--- src/rtl/frame_buf_mc.sv ---
// rtl/frame_buf_mc.sv - multi-channel double-buffered frame buffer controller on one Avalon-MM master
// Each channel is a 2-deep frame FIFO in DDR; a round-robin arbiter feeds a two-state bus FSM.
module frame_buf_mc #(
    parameter int unsigned DATA_WIDTH = 32,
    parameter int unsigned ADDR_WIDTH = 29,
    parameter int unsigned NUM_CH     = 2,
    parameter int unsigned BASE_ADDR  = 2,
    parameter int unsigned BUF_SIZE   = 307200,
    parameter int unsigned CH_STRIDE  = 2 * BUF_SIZE,
    localparam int unsigned CH_W      = (NUM_CH > 1) ? $clog2(NUM_CH) : 1
) (
    input  logic                         clk,
    input  logic                         reset,
    input  logic                         ram_rdy,
    input  logic                         avl_ready,
    input  logic [NUM_CH-1:0]            wr_en,
    input  logic [NUM_CH-1:0]            rd_en,
    input  logic [NUM_CH*DATA_WIDTH-1:0] wr_data,
    output logic                         avl_write_req,
    output logic                         avl_read_req,
    output logic [ADDR_WIDTH-1:0]        avl_addr,
    output logic [DATA_WIDTH-1:0]        avl_wdata,
    output logic [CH_W-1:0]              avl_ch,
    output logic [NUM_CH-1:0]            wr_ack,
    output logic [NUM_CH-1:0]            rd_ack,
    output logic [NUM_CH-1:0]            full,
    output logic [NUM_CH-1:0]            frame_wr_done,
    output logic [NUM_CH-1:0]            rd_done
);

    localparam int unsigned NREQ  = 2 * NUM_CH;
    localparam int unsigned REQ_W = $clog2(NREQ);
    localparam int unsigned OFF_W = (BUF_SIZE > 1) ? $clog2(BUF_SIZE) : 1;
    localparam logic [OFF_W-1:0] OFF_LAST = OFF_W'(BUF_SIZE - 1);

    typedef enum logic {
        S_IDLE = 1'b0,
        S_BUSY = 1'b1
    } state_t;

    state_t state_q, state_d;
    logic   do_grant, do_accept;

    // Requester r: channel r/2, even = writer, odd = reader
    logic [NREQ-1:0]              elig;
    logic [NUM_CH*ADDR_WIDTH-1:0] wr_addr_flat;
    logic [NUM_CH*ADDR_WIDTH-1:0] rd_addr_flat;

    logic [REQ_W-1:0]      rr_ptr;
    logic [REQ_W-1:0]      gnt_next;
    logic                  sel_found;
    logic                  sel_rd;
    logic [CH_W-1:0]       sel_ch;
    logic [REQ_W-1:0]      sel_next;
    logic [ADDR_WIDTH-1:0] sel_addr;
    logic [DATA_WIDTH-1:0] sel_wdata;

    for (genvar g = 0; g < NUM_CH; g++) begin : g_ch
        localparam longint unsigned CH_BASE = 64'(BASE_ADDR) + 64'(g) * 64'(CH_STRIDE);

        logic             wr_slot, rd_slot;
        logic [OFF_W-1:0] wr_off, rd_off;
        logic [1:0]       slot_full;
        logic             wr_ack_q, rd_ack_q, wr_done_q, rd_done_q;
        logic             acc_wr, acc_rd;

        assign acc_wr = do_accept & avl_write_req & (avl_ch == CH_W'(g));
        assign acc_rd = do_accept & avl_read_req  & (avl_ch == CH_W'(g));

        assign elig[2*g]   = ~wr_en[g] & ram_rdy & ~slot_full[wr_slot];
        assign elig[2*g+1] = ~rd_en[g] & ram_rdy &  slot_full[rd_slot];

        assign wr_addr_flat[g*ADDR_WIDTH +: ADDR_WIDTH] = ADDR_WIDTH'(CH_BASE)
            + (wr_slot ? ADDR_WIDTH'(BUF_SIZE) : '0) + ADDR_WIDTH'(wr_off);
        assign rd_addr_flat[g*ADDR_WIDTH +: ADDR_WIDTH] = ADDR_WIDTH'(CH_BASE)
            + (rd_slot ? ADDR_WIDTH'(BUF_SIZE) : '0) + ADDR_WIDTH'(rd_off);

        assign full[g]          = &slot_full;
        assign wr_ack[g]        = wr_ack_q;
        assign rd_ack[g]        = rd_ack_q;
        assign frame_wr_done[g] = wr_done_q;
        assign rd_done[g]       = rd_done_q;

        // Only one transfer completes per cycle, so acc_wr and acc_rd never coincide
        always_ff @(posedge clk or negedge reset) begin
            if (!reset) begin
                wr_slot   <= 1'b0;
                rd_slot   <= 1'b0;
                wr_off    <= '0;
                rd_off    <= '0;
                slot_full <= 2'b00;
                wr_ack_q  <= 1'b0;
                rd_ack_q  <= 1'b0;
                wr_done_q <= 1'b0;
                rd_done_q <= 1'b0;
            end else begin
                wr_ack_q  <= acc_wr;
                rd_ack_q  <= acc_rd;
                wr_done_q <= acc_wr && (wr_off == OFF_LAST);
                rd_done_q <= acc_rd && (rd_off == OFF_LAST);
                if (acc_wr) begin
                    if (wr_off == OFF_LAST) begin
                        slot_full[wr_slot] <= 1'b1;
                        wr_slot            <= ~wr_slot;
                        wr_off             <= '0;
                    end else begin
                        wr_off <= wr_off + OFF_W'(1);
                    end
                end
                if (acc_rd) begin
                    if (rd_off == OFF_LAST) begin
                        slot_full[rd_slot] <= 1'b0;
                        rd_slot            <= ~rd_slot;
                        rd_off             <= '0;
                    end else begin
                        rd_off <= rd_off + OFF_W'(1);
                    end
                end
            end
        end
    end

    // First eligible requester at or after the round-robin pointer
    always_comb begin
        int unsigned idx;
        idx       = 0;
        sel_found = 1'b0;
        sel_rd    = 1'b0;
        sel_ch    = '0;
        sel_next  = '0;
        sel_addr  = '0;
        sel_wdata = '0;
        for (int unsigned k = 0; k < NREQ; k++) begin
            idx = 32'(rr_ptr) + k;
            if (idx >= NREQ) begin
                idx = idx - NREQ;
            end
            if (!sel_found && elig[idx[REQ_W-1:0]]) begin
                sel_found = 1'b1;
                sel_ch    = CH_W'(idx >> 1);
                sel_rd    = idx[0];
                sel_next  = (idx + 1 >= NREQ) ? '0 : REQ_W'(idx + 1);
            end
        end
        for (int unsigned c = 0; c < NUM_CH; c++) begin
            if (sel_ch == CH_W'(c)) begin
                sel_addr  = sel_rd ? rd_addr_flat[c*ADDR_WIDTH +: ADDR_WIDTH]
                                   : wr_addr_flat[c*ADDR_WIDTH +: ADDR_WIDTH];
                sel_wdata = wr_data[c*DATA_WIDTH +: DATA_WIDTH];
            end
        end
    end

    always_ff @(posedge clk or negedge reset) begin
        if (!reset) begin
            state_q <= S_IDLE;
        end else begin
            state_q <= state_d;
        end
    end

    always_comb begin
        state_d   = state_q;
        do_grant  = 1'b0;
        do_accept = 1'b0;
        case (state_q)
            S_IDLE: begin
                if (sel_found) begin
                    do_grant = 1'b1;
                    state_d  = S_BUSY;
                end
            end
            S_BUSY: begin
                if (avl_ready) begin
                    do_accept = 1'b1;
                    state_d   = S_IDLE;
                end
            end
            default: state_d = S_IDLE;
        endcase
    end

    // Bus-side registers stay frozen while BUSY so the request is held until accepted
    always_ff @(posedge clk or negedge reset) begin
        if (!reset) begin
            avl_write_req <= 1'b0;
            avl_read_req  <= 1'b0;
            avl_addr      <= '0;
            avl_wdata     <= '0;
            avl_ch        <= '0;
            rr_ptr        <= '0;
            gnt_next      <= '0;
        end else begin
            if (do_grant) begin
                avl_addr <= sel_addr;
                avl_ch   <= sel_ch;
                gnt_next <= sel_next;
                if (sel_rd) begin
                    avl_read_req <= 1'b1;
                end else begin
                    avl_write_req <= 1'b1;
                    avl_wdata     <= sel_wdata;
                end
            end
            if (do_accept) begin
                avl_write_req <= 1'b0;
                avl_read_req  <= 1'b0;
                rr_ptr        <= gnt_next;
            end
        end
    end

endmodule

--- config.mk ---
export PLATFORM = sky130hd
export DESIGN_NAME = frame_buf_mc
export DESIGN_NICKNAME = d
export VERILOG_FILES = /design/src/rtl/frame_buf_mc.sv
export SDC_FILE = /design/constraint.sdc
export NUM_CORES = 1
export LEC_CHECK = 0
export CAP_MARGIN = 30
export CORE_AREA = 2 2 102 202
export DETAILED_ROUTE_END_ITERATION = 8
export DIE_AREA = 0 0 104 204
export PLACE_DENSITY = 0.72
export SLEW_MARGIN = 20
export SYNTH_ARGS = -nofsm -noshare
export SYNTH_HDL_FRONTEND = slang
export SYNTH_SLANG_ARGS = --single-unit
export TNS_END_PERCENT = 1
--- constraint.sdc ---
create_clock -name clk -period 5.4 [get_ports clk]
set_clock_uncertainty 0.05 [all_clocks]
set_input_delay 1.62 -clock clk [delete_from_list [all_inputs] [get_ports clk]]
set_output_delay 1.62 -clock clk [all_outputs]
set_load 0.01 [all_outputs]
==> key figures <==
Synth
  – Async set-reset flop share out of synthesis: 100.0%
  – Synth area leader: dfrtp_1
  – Yosys reg bits: 153
  – Mean Syn Cell Area: 9.103 sq um
  – Cell variety after synth: 70
  – Ys flop type: dfrtp_1
  – Number of synthesized flops with an enable pin: 0
  – Synth area leaders: dfrtp_1, xnor2_1, ha_1
  – Synth top area share: 39.79%
  – Post-Synthesis Cells: 1057
  – Cell area after synthesis: 0.009622 sq mm
  – Post-synthesis sequential area ratio: 39.79%
  – Synth warnings: 0

STA
  – Max Freq: 229.6 MHz
  – Fin. Hold Viols: 0
  – Slew Limit Fails: 0
  – Final min period: 4356 ps
  – Final hold slack: 425.3 ps
  – Worst relative slew slack: 39.46%
  – RSZ-0062 raised after global routing: false
  – Setup_tns: 0 ps
  – Least-Margin Pin Slew: 904.8 ps
  – Final clock period utilization by the worst path: 80.67%
  – Setup Viol. Count Final: 0

CTS
  – CTS clk-pin slew, worst paths: 60 ps
  – TritonCTS clock tree: done
  – CTS H-tree depth: 4
  – Setup Buffers After CTS: 0
  – Clk_lat worst skew: 440 ps
  – Clock Path Buffers: 2
  – Cts bufs inserted: 17
  – Clock sinks: 153
  – # hold bufs at CTS: 0
  – Root Driver: clkbuf_16
  – Cts repair resizes: 0

Worst setup path
  – CP Launch Type: primary input
  – Worst path top cell family by delay: simple AND/OR/NAND/NOR gates
  – Max incr delay on CP: 630 ps
  – Worst-path maximum fanout: 19
  – R2R cell count: 7
  – CP max stage cell: nand2_1
  – R2R setup slack: 1710 ps
  – Setup CP Type: in -> reg
  – Levels on crit path: 8
  – WP buf/inv: 1
  – Critical path arrival: 4680 ps
  – Crit-path most repeated cell: nor2_1
  – Worst EP required: 5730 ps
  – Ordered cell list for the critical path: clkdlybuf4s50_1 > nand2b_1 > nor2_1 > nor4_1 > nor2_1 > nand2_1 > a221oi_1 > a221o_1
  – Crit end category: flip-flop

Cells and area
  – Area Growth Syn to Fin: 21.69%
  – Most common cell after layout, fill and taps aside: dfrtp_1
  – Final cell count without fillers: 1438
  – Diode count: 0
  – Post-layout nets: 1277
  – Area of the multi-input gates: 0.005378 sq mm
  – Fillers: 1793
  – Reg area: 0.003829 sq mm
  – Most frequent cells in the layout: dfrtp_1, clkdlybuf4s50_1, nand2_1, nor2_1, xnor2_1
  – Share of layout cells above drive strength 1: 6.463%

Min path
  – Worst Hold Path Cells: 2
  – Worst min-delay path class: reg -> reg

Drt
  – Residual DRC: 0
  – Final WL: 28.24 mm
  – DR vias/cell: 5.818
  – Wirelength per Cell: 19.64 um
  – Initial DRC Count: 588
  – Routed via count: 8366
  – Post-route ant nets: 0
  – Drt pass-1 iters: 5

Placed design
  – Port-buffer cells: 137
  – Cell Count Post-Placement: 1404
  – GP Congestion: 0.9473
  – Detailed placement HPWL: 21.78 mm

Power and ir drop
  – Worst vdd ir: 0.2076 mV
  – Pleak: 0.004874 uW
  – PwrDens: 298.2 mW/mm^2

Die
  – Initial core utilization: 48.77%
  – CORE AREA: 0.01973 sq mm
  – Full die area: 0.02122 sq mm
  – Top Ports: 146
  – Die height: 204 um
  – Width of the chip: 104 um
  – # rows: 73

Job
  – Max-cap violations: 0

Global route
  – Vias in the first global route: 8431
  – First-pass GRT wire length: 44.84 mm
  – Congestion Overflow GR: 0
  – Initial antenna violation count: 0
  – Global Route Usage Sum: 27.21%
  – Largest net degree at the start of global routing: 101

Run status
  – Outcome: finished clean
-- layout make-up --
class | instances | area share [%]
clock inverter | 10 | 0.7801
tap | 262 | 2.800
clock buffer | 22 | 3.965
multi-input combinational | 808 | 45.93
timing repair buffer | 148 | 12.71
inverter | 35 | 1.122
sequential | 153 | 32.70
-- sequential cells by signal, summed over array words and instances (netlist names) --
name,flops
g_ch.wr_slot,2
g_ch.wr_done_q,2
rr_ptr,2
g_ch.rd_off,38
state_q,1
g_ch.rd_ack_q,2
avl_read_req,1
avl_write_req,1
gnt_next,2
g_ch.rd_slot,2
avl_wdata,32
g_ch.slot_full,4
avl_addr,21
g_ch.rd_done_q,2
avl_ch,1
g_ch.wr_ack_q,2
g_ch.wr_off,38
-- cells in the mapped netlist, drive strengths merged (3+ instances only) --
cell type and instances:
dfrtp 153, nand2 111, nor2 93, xnor2 77
o21ai 70, nand3 64, mux2i 55, ha 42
clkbuf 40, xor2 40, a21oi 39, inv 35
buf 28, nor3 21, nand4 17, nor4 12
and3 11, o31ai 11, a211oi 10, mux2 9
nand2b 9, o211ai 9, or2 9, a221o 8
and2 7, o41ai 7, or3 7, a31oi 6
o221ai 6, o22ai 6, a41oi 4, nor2b 4
and4 3, or4 3
-- layer usage --
metal  vias to the layer above  track usage, %  part of all wire (%)
met5                         -               0                     0
met4                         0           19.50                   7.1
met3                        88           5.517                   4.7
met2                       307           49.04                    53
met1                      4043           27.73                    35
li1                       3928               -                     -
-- per-stage QoR --
stage | util (%) | power, uW | worst slack [ps] | instance area [sq um]
2_1_floorplan | - | 1899 | 1652 | 9648
3_3_place_gp | 56.35 | 2355 | 734.9 | 11120
3_5_place_dp | 56.35 | 2368 | 656.6 | 11120
4_1_cts | 59.17 | 3516 | 1128 | 11670
5_1_grt | 59.35 | 3655 | 733.9 | 11710
6_report | 59.35 | 3492 | 1044 | 11710
-- final timing paths --
kind / start / endpoint
min in group asynchronous: reset / g_ch[1].rd_off[10]$_DFFE_PN0P_
hold reg to reg: avl_wdata[6]$_DFFE_PN0P_ / avl_wdata[6]$_DFFE_PN0P_
setup reg to reg: rr_ptr[0]$_DFFE_PN0N_ / avl_addr[14]$_DFFE_PN0P_
hold / removal: avl_wdata[6]$_DFFE_PN0P_ / avl_wdata[6]$_DFFE_PN0P_
setup / recovery: ram_rdy / avl_addr[18]$_DFFE_PN0P_
max in group asynchronous: reset / g_ch[1].wr_off[5]$_DFFE_PN0N_
-- power by group --
part / internal [uW] / leakage, uW / switching (uW) / total (uW)
registers: 1300 / 0.00197 / 184 / 1480
logic: 431 / 0.00263 / 439 / 870
clock network: 658 / 0.000271 / 482 / 1140
-- worst min-delay path, cell delays in order, from the launching register on --
cell,delay (ps)
dfrtp_1,340
nand2_1,40
o21ai_0,60
-- cell families (layout without fill, tap and decap cells) --
family / after synthesis / in the layout / share of synthesized area (%)
multiplexers: 65 / 65 / 7.295
XOR/XNOR: 117 / 117 / 10.65
buffers and inverters: 103 / 215 / 4.928
adder cells (fa/ha/maj): 42 / 42 / 5.462
AO/OA/AOI/OAI: 199 / 199 / 13.23
AND/OR/NAND/NOR: 377 / 377 / 18.61
other: 1 / 8 / 0.03897
flip-flops: 153 / 153 / 39.79
(Power assumes the default switching activity.)
